### config.mk
export PLATFORM = sky130hd
export DESIGN_NAME = imem_loader
export DESIGN_NICKNAME = d
export VERILOG_FILES = /design/src/rtl/imem_loader_pkg.sv /design/src/rtl/imem_loader_word_assembler.sv /design/src/rtl/imem_loader.sv
export SDC_FILE = /design/constraint.sdc
export NUM_CORES = 1
export LEC_CHECK = 0
export BUFFER_PORTS_ARGS = -buffer_cell sky130_fd_sc_hd__buf_2
export CAP_MARGIN = 20
export CORE_MARGIN = 3
export CORE_UTILIZATION = 55
export DETAILED_ROUTE_END_ITERATION = 10
export PLACE_DENSITY = 0.77
export SYNTH_ARGS = -nofsm -noshare
export SYNTH_HDL_FRONTEND = slang
export SYNTH_HIERARCHICAL = 1
export SYNTH_SLANG_ARGS = --single-unit
### constraint.sdc
create_clock -name clk -period 3.95 [get_ports clk]
set_input_delay 0.395 -clock clk [delete_from_list [all_inputs] [get_ports clk]]
set_output_delay 0.395 -clock clk [all_outputs]
set_load 0.1 [all_outputs]
### src/rtl/imem_loader_pkg.sv
// Shared definitions for the framed-byte-stream instruction memory loader.
// Loader FSM states and checksum constant.
package imem_loader_pkg;

    typedef enum logic [2:0] {
        S_IDLE,
        S_HDR0,
        S_HDR1,
        S_DATA,
        S_CSUM,
        S_DONE,
        S_ERROR
    } state_e;

    localparam logic [7:0] CSUM_OK = 8'h00;

    function automatic logic rx_state(state_e s);
        return (s == S_HDR0) || (s == S_HDR1) ||
               (s == S_DATA) || (s == S_CSUM);
    endfunction

endpackage

### src/rtl/imem_loader_word_assembler.sv
// Packs little-endian bytes into 32-bit words.
// word_valid_o pulses combinationally as the fourth byte is accepted.
module word_assembler (
    input  logic        clk_i,
    input  logic        rst_i,
    input  logic        clear_i,
    input  logic        accept_i,
    input  logic [7:0]  byte_i,
    output logic        word_valid_o,
    output logic [31:0] word_o
);

    logic [1:0]  idx_q;
    logic [23:0] data_q;

    always_ff @(posedge clk_i) begin
        if (rst_i || clear_i) begin
            idx_q  <= '0;
            data_q <= '0;
        end else if (accept_i) begin
            idx_q  <= idx_q + 2'd1;
            data_q <= {byte_i, data_q[23:8]};
        end
    end

    assign word_valid_o = accept_i && (idx_q == 2'd3);
    assign word_o       = {byte_i, data_q};

endmodule

### src/rtl/imem_loader.sv
// Loads a framed byte stream into imem and holds the cpu in reset
// until a complete frame has been written with a valid checksum.
module imem_loader
    import imem_loader_pkg::*;
#(
    parameter int ADDR_WIDTH = 8
) (
    input  logic                  clk,
    input  logic                  reset,
    input  logic                  start,
    input  logic                  in_valid,
    input  logic [7:0]            in_data,
    output logic                  in_ready,
    output logic                  mem_we,
    output logic [ADDR_WIDTH-1:0] mem_addr,
    output logic [31:0]           mem_wdata,
    output logic                  cpu_reset,
    output logic                  busy,
    output logic                  done,
    output logic                  error,
    output logic [ADDR_WIDTH:0]   words_loaded
);

    localparam logic [16:0] CAPACITY = 17'(2 ** ADDR_WIDTH);

    state_e state_q, state_d;

    logic [15:0]           n_q, n_d;
    logic [7:0]            csum_q, csum_d;
    logic [ADDR_WIDTH:0]   cnt_q, cnt_d;
    logic                  we_q, we_d;
    logic [ADDR_WIDTH-1:0] addr_q, addr_d;
    logic [31:0]           wdata_q, wdata_d;
    logic                  cpur_q, cpur_d;
    logic                  busy_q, busy_d;
    logic                  done_q, done_d;
    logic                  err_q, err_d;

    logic        accept;
    logic        start_ok;
    logic [15:0] n_full;
    logic        overflow;
    logic [7:0]  csum_next;
    logic        last_word;
    logic        enter_done;
    logic        enter_err;
    logic        word_valid;
    logic [31:0] word;

    assign in_ready  = rx_state(state_q);
    assign accept    = in_valid && in_ready;
    assign start_ok  = start && !in_ready;
    assign n_full    = {in_data, n_q[7:0]};
    assign overflow  = {1'b0, n_full} > CAPACITY;
    assign csum_next = csum_q + in_data;
    assign last_word = {1'b0, n_q} == (17'(cnt_q) + 17'd1);

    assign enter_done = (state_q == S_CSUM) && accept &&
                        (csum_next == CSUM_OK);
    assign enter_err  = accept &&
                        (((state_q == S_CSUM) && (csum_next != CSUM_OK)) ||
                         ((state_q == S_HDR1) && overflow));

    word_assembler u_asm (
        .clk_i        (clk),
        .rst_i        (reset),
        .clear_i      (start_ok),
        .accept_i     (accept && (state_q == S_DATA)),
        .byte_i       (in_data),
        .word_valid_o (word_valid),
        .word_o       (word)
    );

    always_ff @(posedge clk) begin
        if (reset) state_q <= S_IDLE;
        else       state_q <= state_d;
    end

    always_comb begin
        state_d = state_q;
        unique case (state_q)
            S_IDLE, S_DONE, S_ERROR:
                if (start) state_d = S_HDR0;
            S_HDR0:
                if (accept) state_d = S_HDR1;
            S_HDR1:
                if (accept) begin
                    if (overflow)           state_d = S_ERROR;
                    else if (n_full == '0)  state_d = S_CSUM;
                    else                    state_d = S_DATA;
                end
            S_DATA:
                if (word_valid && last_word) state_d = S_CSUM;
            S_CSUM:
                if (accept) state_d = enter_done ? S_DONE : S_ERROR;
            default:
                state_d = S_IDLE;
        endcase
    end

    // Datapath and registered outputs; the new start wins over held flags.
    always_comb begin
        n_d     = n_q;
        csum_d  = csum_q;
        cnt_d   = cnt_q;
        we_d    = 1'b0;
        addr_d  = addr_q;
        wdata_d = wdata_q;
        cpur_d  = cpur_q;
        busy_d  = busy_q;
        done_d  = done_q;
        err_d   = err_q;
        if (start_ok) begin
            n_d    = '0;
            csum_d = '0;
            cnt_d  = '0;
            cpur_d = 1'b1;
            busy_d = 1'b1;
            done_d = 1'b0;
            err_d  = 1'b0;
        end
        if (accept) begin
            csum_d = csum_next;
            if (state_q == S_HDR0) n_d[7:0]  = in_data;
            if (state_q == S_HDR1) n_d[15:8] = in_data;
        end
        if (word_valid) begin
            we_d    = 1'b1;
            addr_d  = cnt_q[ADDR_WIDTH-1:0];
            wdata_d = word;
            cnt_d   = cnt_q + 1'b1;
        end
        if (enter_done) begin
            done_d = 1'b1;
            busy_d = 1'b0;
            cpur_d = 1'b0;
        end
        if (enter_err) begin
            err_d  = 1'b1;
            busy_d = 1'b0;
        end
    end

    always_ff @(posedge clk) begin
        if (reset) begin
            n_q     <= '0;
            csum_q  <= '0;
            cnt_q   <= '0;
            we_q    <= 1'b0;
            addr_q  <= '0;
            wdata_q <= '0;
            cpur_q  <= 1'b1;
            busy_q  <= 1'b0;
            done_q  <= 1'b0;
            err_q   <= 1'b0;
        end else begin
            n_q     <= n_d;
            csum_q  <= csum_d;
            cnt_q   <= cnt_d;
            we_q    <= we_d;
            addr_q  <= addr_d;
            wdata_q <= wdata_d;
            cpur_q  <= cpur_d;
            busy_q  <= busy_d;
            done_q  <= done_d;
            err_q   <= err_d;
        end
    end

    assign mem_we       = we_q;
    assign mem_addr     = addr_q;
    assign mem_wdata    = wdata_q;
    assign cpu_reset    = cpur_q;
    assign busy         = busy_q;
    assign done         = done_q;
    assign error        = err_q;
    assign words_loaded = cnt_q;

endmodule

## Yosys cells after proc, flatten, opt, wreduce, memory -nomap -nowiden

Index checks and enable logic that the tools add are counted.
W data, S select, Z words.

| cells by class | value |
|---|---|
| add/subtract/negate cells | 4 |
| multipliers | 0 |
| divide/modulo/power cells | 0 |
| magnitude comparators | 1 |
| eq/ne operators | 13 |
| shift-type cells | 0 |
| muxes and demuxes | 23 |
| bitwise operators | 0 |
| reductions and logical operators | 27 |

Operators with widths:

| kind | count |
|---|---|
| $mux W16 | 2 |
| $mux W8 | 4 |
| $mux W3 | 7 |
| $mux W9 | 2 |
| $eq A16 B10 Y1 | 1 |
| $gt A16 B9 Y1 const B | 1 |
| $logic_not A16 Y1 | 1 |
| $pmux W3 S5 | 1 |
| $add A9 B1 Y10 const B | 1 |
| $logic_and A1 B1 Y1 | 10 |
| $add A9 B1 Y9 const B | 1 |
| $eq A3 B3 Y1 const B | 3 |
| $add A8 B8 Y8 | 1 |
| $logic_not A8 Y1 | 1 |
| $ne A2 B2 Y1 const B | 4 |
| $reduce_bool A2 Y1 | 4 |
| $reduce_bool A8 Y1 | 1 |
| $eq A3 B2 Y1 const B | 2 |
| $mux W1 | 6 |
| $reduce_or A3 Y1 | 2 |
| $logic_or A1 B1 Y1 | 5 |
| $reduce_and A5 Y1 | 1 |
| $eq A3 B1 Y1 const B | 1 |
| $logic_not A3 Y1 | 1 |
| other kinds (5) | 5 |

| storage, ports and cells | value |
|---|---|
| register bits after elaboration | 107 |
| bits in latches | 0 |
| bits in writable memories | 0 |
| ROM bits | 0 |
| input bits | 12 |
| output and inout port bits | 55 |
| word-level logic and storage cells | 81 |
| memories | 0 |

## Longest topological paths before layout

| logic depth | value |
|---|---|
| depth after elaboration | 10 |
| gate-level depth with buffers | 13 |
| depth with buffers taken out | 9 |

## Hierarchy

The synthesis kept the hierarchy.

By module, submodules not included:

| module | instances | cells an instance | area an instance (sq um) | seq. area each (sq um) |
|---|---|---|---|---|
| imem_loader | 1 | 453 | 3,912.5 | 1,621.6 |
| word_assembler | 1 | 95 | 1,039.7 | 520.5 |

## Least setup slack after synthesis

Ideal clock, no wire load.

| timing path | value |
|---|---|
| kind | reg2reg |
| start | register state_q[1] |
| end | register u_asm.data_q[0] |
| setup time | 0.064 ns |
| data arrival time | 3.279 ns |
| required time | 3.886 ns |
| path slack | 0.608 ns |
| cell stages (with the launch flop) | 10 |
| path buffers | 3 |
| period minus slack after synthesis | 3.342 ns |
| cell sequence | dfxtp_1 nor2_1 xnor2_1 nand2b_1 clkbuf_1 inv_1 or2_1 buf_6 buf_8 nor2_1 |

| between the ends | value |
|---|---|
| cells in the longest elaborated chain, start to end | 7 |
| elaborated cells between the ends (all ways) | 12 |
| those cells by class | eq/ne: 4; reduce/logical: 8 |

RTL lines:

| what | RTL line | RTL |
|---|---|---|
| start: declaration | imem_loader.sv:26 | `state_e state_q, state_d;` |
| start signal: assignment | imem_loader.sv:76 | `else state_q <= state_d;` |
| $eq A3 B1 Y1 or $eq A3 B2 Y1 (tied branches) | imem_loader_pkg.sv:18 | `return (s == S_HDR0) \|\| (s == S_HDR1) \|\|` |
| $logic_or A1 B1 Y1 (2 in series) | imem_loader_pkg.sv:18 |  |
| $logic_or A1 B1 Y1 * | imem_loader_pkg.sv:19 | `(s == S_DATA) \|\| (s == S_CSUM);` |
| via in_ready | imem_loader.sv:13 | `output logic in_ready,` |
| $logic_not A1 Y1 * | imem_loader.sv:52 | `assign start_ok = start && !in_ready;` |
| $logic_and A1 B1 Y1 * | imem_loader.sv:52 |  |
| via start_ok | imem_loader.sv:40 | `logic start_ok;` |
| $logic_or A1 B1 Y1 * | imem_loader_word_assembler.sv:17 | `if (rst_i \|\| clear_i) begin` |
| end signal: assignment | imem_loader_word_assembler.sv:22 | `data_q <= {byte_i, data_q[23:8]};` |
| end: declaration | imem_loader_word_assembler.sv:14 | `logic [23:0] data_q;` |

The timed path passes the listed nets; every way through them passes the cells marked *.
A chain may end at the register's enable or synchronous reset.

## Final worst setup path

| timing path | value |
|---|---|
| start | register cnt_q[0], in the netlist words_loaded[0] |
| end | register state_q[0] |

| between the ends | value |
|---|---|
| cells in the longest elaborated chain, start to end | 5 |

RTL lines:

| what | RTL line | RTL |
|---|---|---|
| start: declaration | imem_loader.sv:30 | `logic [ADDR_WIDTH:0] cnt_q, cnt_d;` |
| start signal: assignment | imem_loader.sv:159 | `cnt_q <= cnt_d;` |
| $add A9 B1 Y10 | imem_loader.sv:56 | `assign last_word = {1'b0, n_q} == (17'(cnt_q) + 17'd1);` |
| $eq A16 B10 Y1 | imem_loader.sv:56 |  |
| $logic_and A1 B1 Y1 | imem_loader.sv:93 | `if (word_valid && last_word) state_d = S_CSUM;` |
| $ne A2 B1 Y1 (no source line) | n/a |  |
| $reduce_and A5 Y1 (no source line) | n/a |  |

Every way passes these cells.

==> results.py <==
metrics = {
    "critical_path": {
        "critPathKind": "reg -> reg",
        "cp.required_ps": 4250,
        "r2r_start": "words_loaded[0]",
        "path_max_fanout": 7,
        "reg2reg_depth": 8,
        "worstPathArrival_ps": 3160,
        "end_kind": "flip-flop",
        "cp-start-kind": "flip-flop",
        "reg2reg_to": "state_q[0]",
        "r2r_slack_ps": 1090,
    },
    "synthesis": {
        "synth_xor_area_frac": 0.0382,
        "synth_top_area_frac": 0.433,
        "synth_seq_cells": 107,
        "synthSimpleGateAreaFrac": 0.209,
        "synthMuxAreaShare": 0.138,
        "synth_edf_count": 0,
        "synth_area_leader_cell": "dfxtp_1",
        "syn_nets": 570,
        "netlist_area_mm2": 0.00495,
        "avgSynthCellArea_um2": 9.04,
        "synth_fa_ha_area_frac": 0.0268,
        "synth_most_common_cell": "dfxtp_1",
        "synth_top_family_by_area": "simple AND/OR/NAND/NOR gates",
        "synth_commonest_cells": "107 x dfxtp_1, 99 x nor2_1, 66 x mux2i_1",
        "synth_top_flop_cell": "dfxtp_1",
        "async_flop_share": 0,
        "synthCells": 548,
        "yosys_warnings": 6,
        "synth_compound_area_frac": 0.0958,
        "yosysSeqAreaShare": 0.433,
        "synthTopCellsByArea": "dfxtp_1 43%, mux2i_1 13%, nor2_1 7.5%",
        "yosysUniqueCellTypes": 64,
    },
    "placement": {
        "port_buffers": 66,
        "dp_hpwl_mm": 7.39,
        "dpl_cell_area_mm2": 0.00518,
        "place_ws_ps": 1130,
        "gp_congestion": 0.902,
    },
    "power_and_ir_drop": {
        "power_density_mw_per_mm2": 480,
        "ir_drop_v": 0.000433,
        "p_leak_nw": 2.07,
        "power_mw": 2.59,
    },
    "routing": {
        "drc": 0,
        "drtAntennaViolNets": 0,
        "drt-wirelength-per-cell_um": 15.3,
        "first_pass_iters": 4,
        "vias": 3913,
        "wirelength_mm": 10.6,
        "first_iter_violations": 152,
        "post_drt_via_cell_ratio": 5.64,
    },
    "floorplanning": {
        "ios": 67,
        "core-area_mm2": 0.00846,
        "die_x_um": 101,
        "die_area_mm2": 0.0102,
        "fp.dieH_um": 101,
        "start_util": 0.585,
        "rows": 33,
    },
    "sta": {
        "setup_viol": 0,
        "rsz0062_at_grt": "no",
        "finalCriticalPeriod_ps": 2860,
        "fmax_ghz": 0.349,
        "relSlewSlack": 0.385,
        "hold_viol": 0,
        "fin_crit_sh": 0.725,
        "finalSetupTns_ps": 0,
        "max_slew.worst_pin.slew_ps": 923,
        "slew_viol_final": 0,
        "layout_setup_ws_ps": 1090,
        "finClkSkew_ps": 8.08,
    },
    "cts": {
        "clk-insertion-delay-late_ps": 370,
        "numCtsBuffers": 9,
        "clock-sinks": 107,
        "cts_hold_buf": 0,
        "postCtsSetupRepairBufs": 0,
        "cts_tree": "yes",
        "h-tree-depth": 3,
        "cts-resized-gates": 0,
        "clockBufferDepth": 2,
        "root_buffer": "clkbuf_8",
        "path_clk_slew_ps": 100,
    },
    "final_layout": {
        "fin_util": 0.637,
        "seqCellArea_mm2": 0.00214,
        "multiInputGateArea_mm2": 0.00252,
        "drive_above_1_share": 0.171,
        "fin_nets": 606,
        "fillers": 746,
        "fin_area_mm2": 0.00539,
        "n_antenna_cell": 0,
        "syn_to_final_growth_pct": 8.79,
    },
    "min_path": {
        "worstHoldStart": "in_data[2]",
        "min_to": "n_q[2]",
        "min_path_cells": 3,
        "worstHoldPathType": "in -> reg",
    },
    "global_route": {
        "grt_use_total": 0.217,
        "grt_antenna_before_repair": 0,
        "grt-ovfl-total": 0,
        "grt_pass1_vias": 3898,
        "grt_max_degree": 59,
        "grt_first_pass_wirelength_mm": 17.9,
    },
    "flow_run": {
        "cap_violations": 0,
    },
    "status": {
        "status": "complete, no violations",
    },
}
final cells by class:
class                   count  share of cell area
well taps                 105              0.0244
flip-flops and latches    107               0.398
clock buffers              10              0.0255
inverters                   6             0.00418
repair buffers             70              0.0669
clock inverters             6              0.0130
multi-input cells         390               0.468
kinds of logic after synthesis:
group           count (synthesis)
compound gates                 73
xor+xnor                       20
fa+ha+maj                      10
buf+inv                        51
flops                         107
mux                            68
simple gates                  219
state kept, by name (all words and copies together), names as in the netlist:
name          count
busy              1
cpu_reset         1
csum_q            8
done              1
error             1
mem_addr          8
mem_wdata        32
mem_we            1
n_q              16
state_q           3
u_asm/data_q     24
u_asm/idx_q       2
words_loaded      9
where the power goes:
part,internal (mW),switching [mW]
clock network,0.317,0.372
logic,0.215,0.494
registers,1.13,0.0569
worst max-delay path, stage by stage (launching register included):
cell and delay (ps):
dfxtp_1 480, ha_1 340, nand3_2 160, or4_4 550
a211oi_2 190, nand4_1 170, o311a_1 380, or3_4 380
o22ai_2 160
routing by layer:
layer	track usage	routed length, um	up-vias
li1	-	-	1952
met3	0.0540	678	19
met4	0.0736	160	0
met1	0.267	4610	1839
met2	0.369	5160	103
met5	0	0	-
per-stage QoR:
stage / instances / hold slack, ps
global placement: 678 / 456
detailed placement: 678 / 463
global route: 694 / 348
finish: 694 / 359
CTS: 694 / 339
floorplan: 548 / 448
layout by cell type (no fill, tap or decap), types with 7 or more instances in the layout:
cell type / netlist / final
nor2_1: 99 / 98
nand2_1: 42 / 42
a22oi_1: 7 / 7
dfxtp_1: 107 / 107
xor2_1: 11 / 11
nand3_1: 22 / 22
clkbuf_8: 0 / 10
ha_1: 9 / 9
a21oi_1: 35 / 35
buf_2: 2 / 66
xnor2_1: 8 / 8
mux2i_1: 66 / 66
nand2b_1: 10 / 10
how the worst max path moves through the flow:
stage | from | endpoint | slack, ps | depth (start not counted)
finish | words_loaded[0] | state_q[0] | 1090 | 8
global route | words_loaded[0] | state_q[0] | 920 | 8
CTS | words_loaded[0] | state_q[0] | 1100 | 8
detailed placement | in_data[0] | cpu_reset | 1130 | 9
global placement | in_data[0] | cpu_reset | 1170 | 9
floorplan | state_q[1] | u_asm/data_q[0] | 610 | 9
No activity file was read; power rests on OpenSTA's default activity.
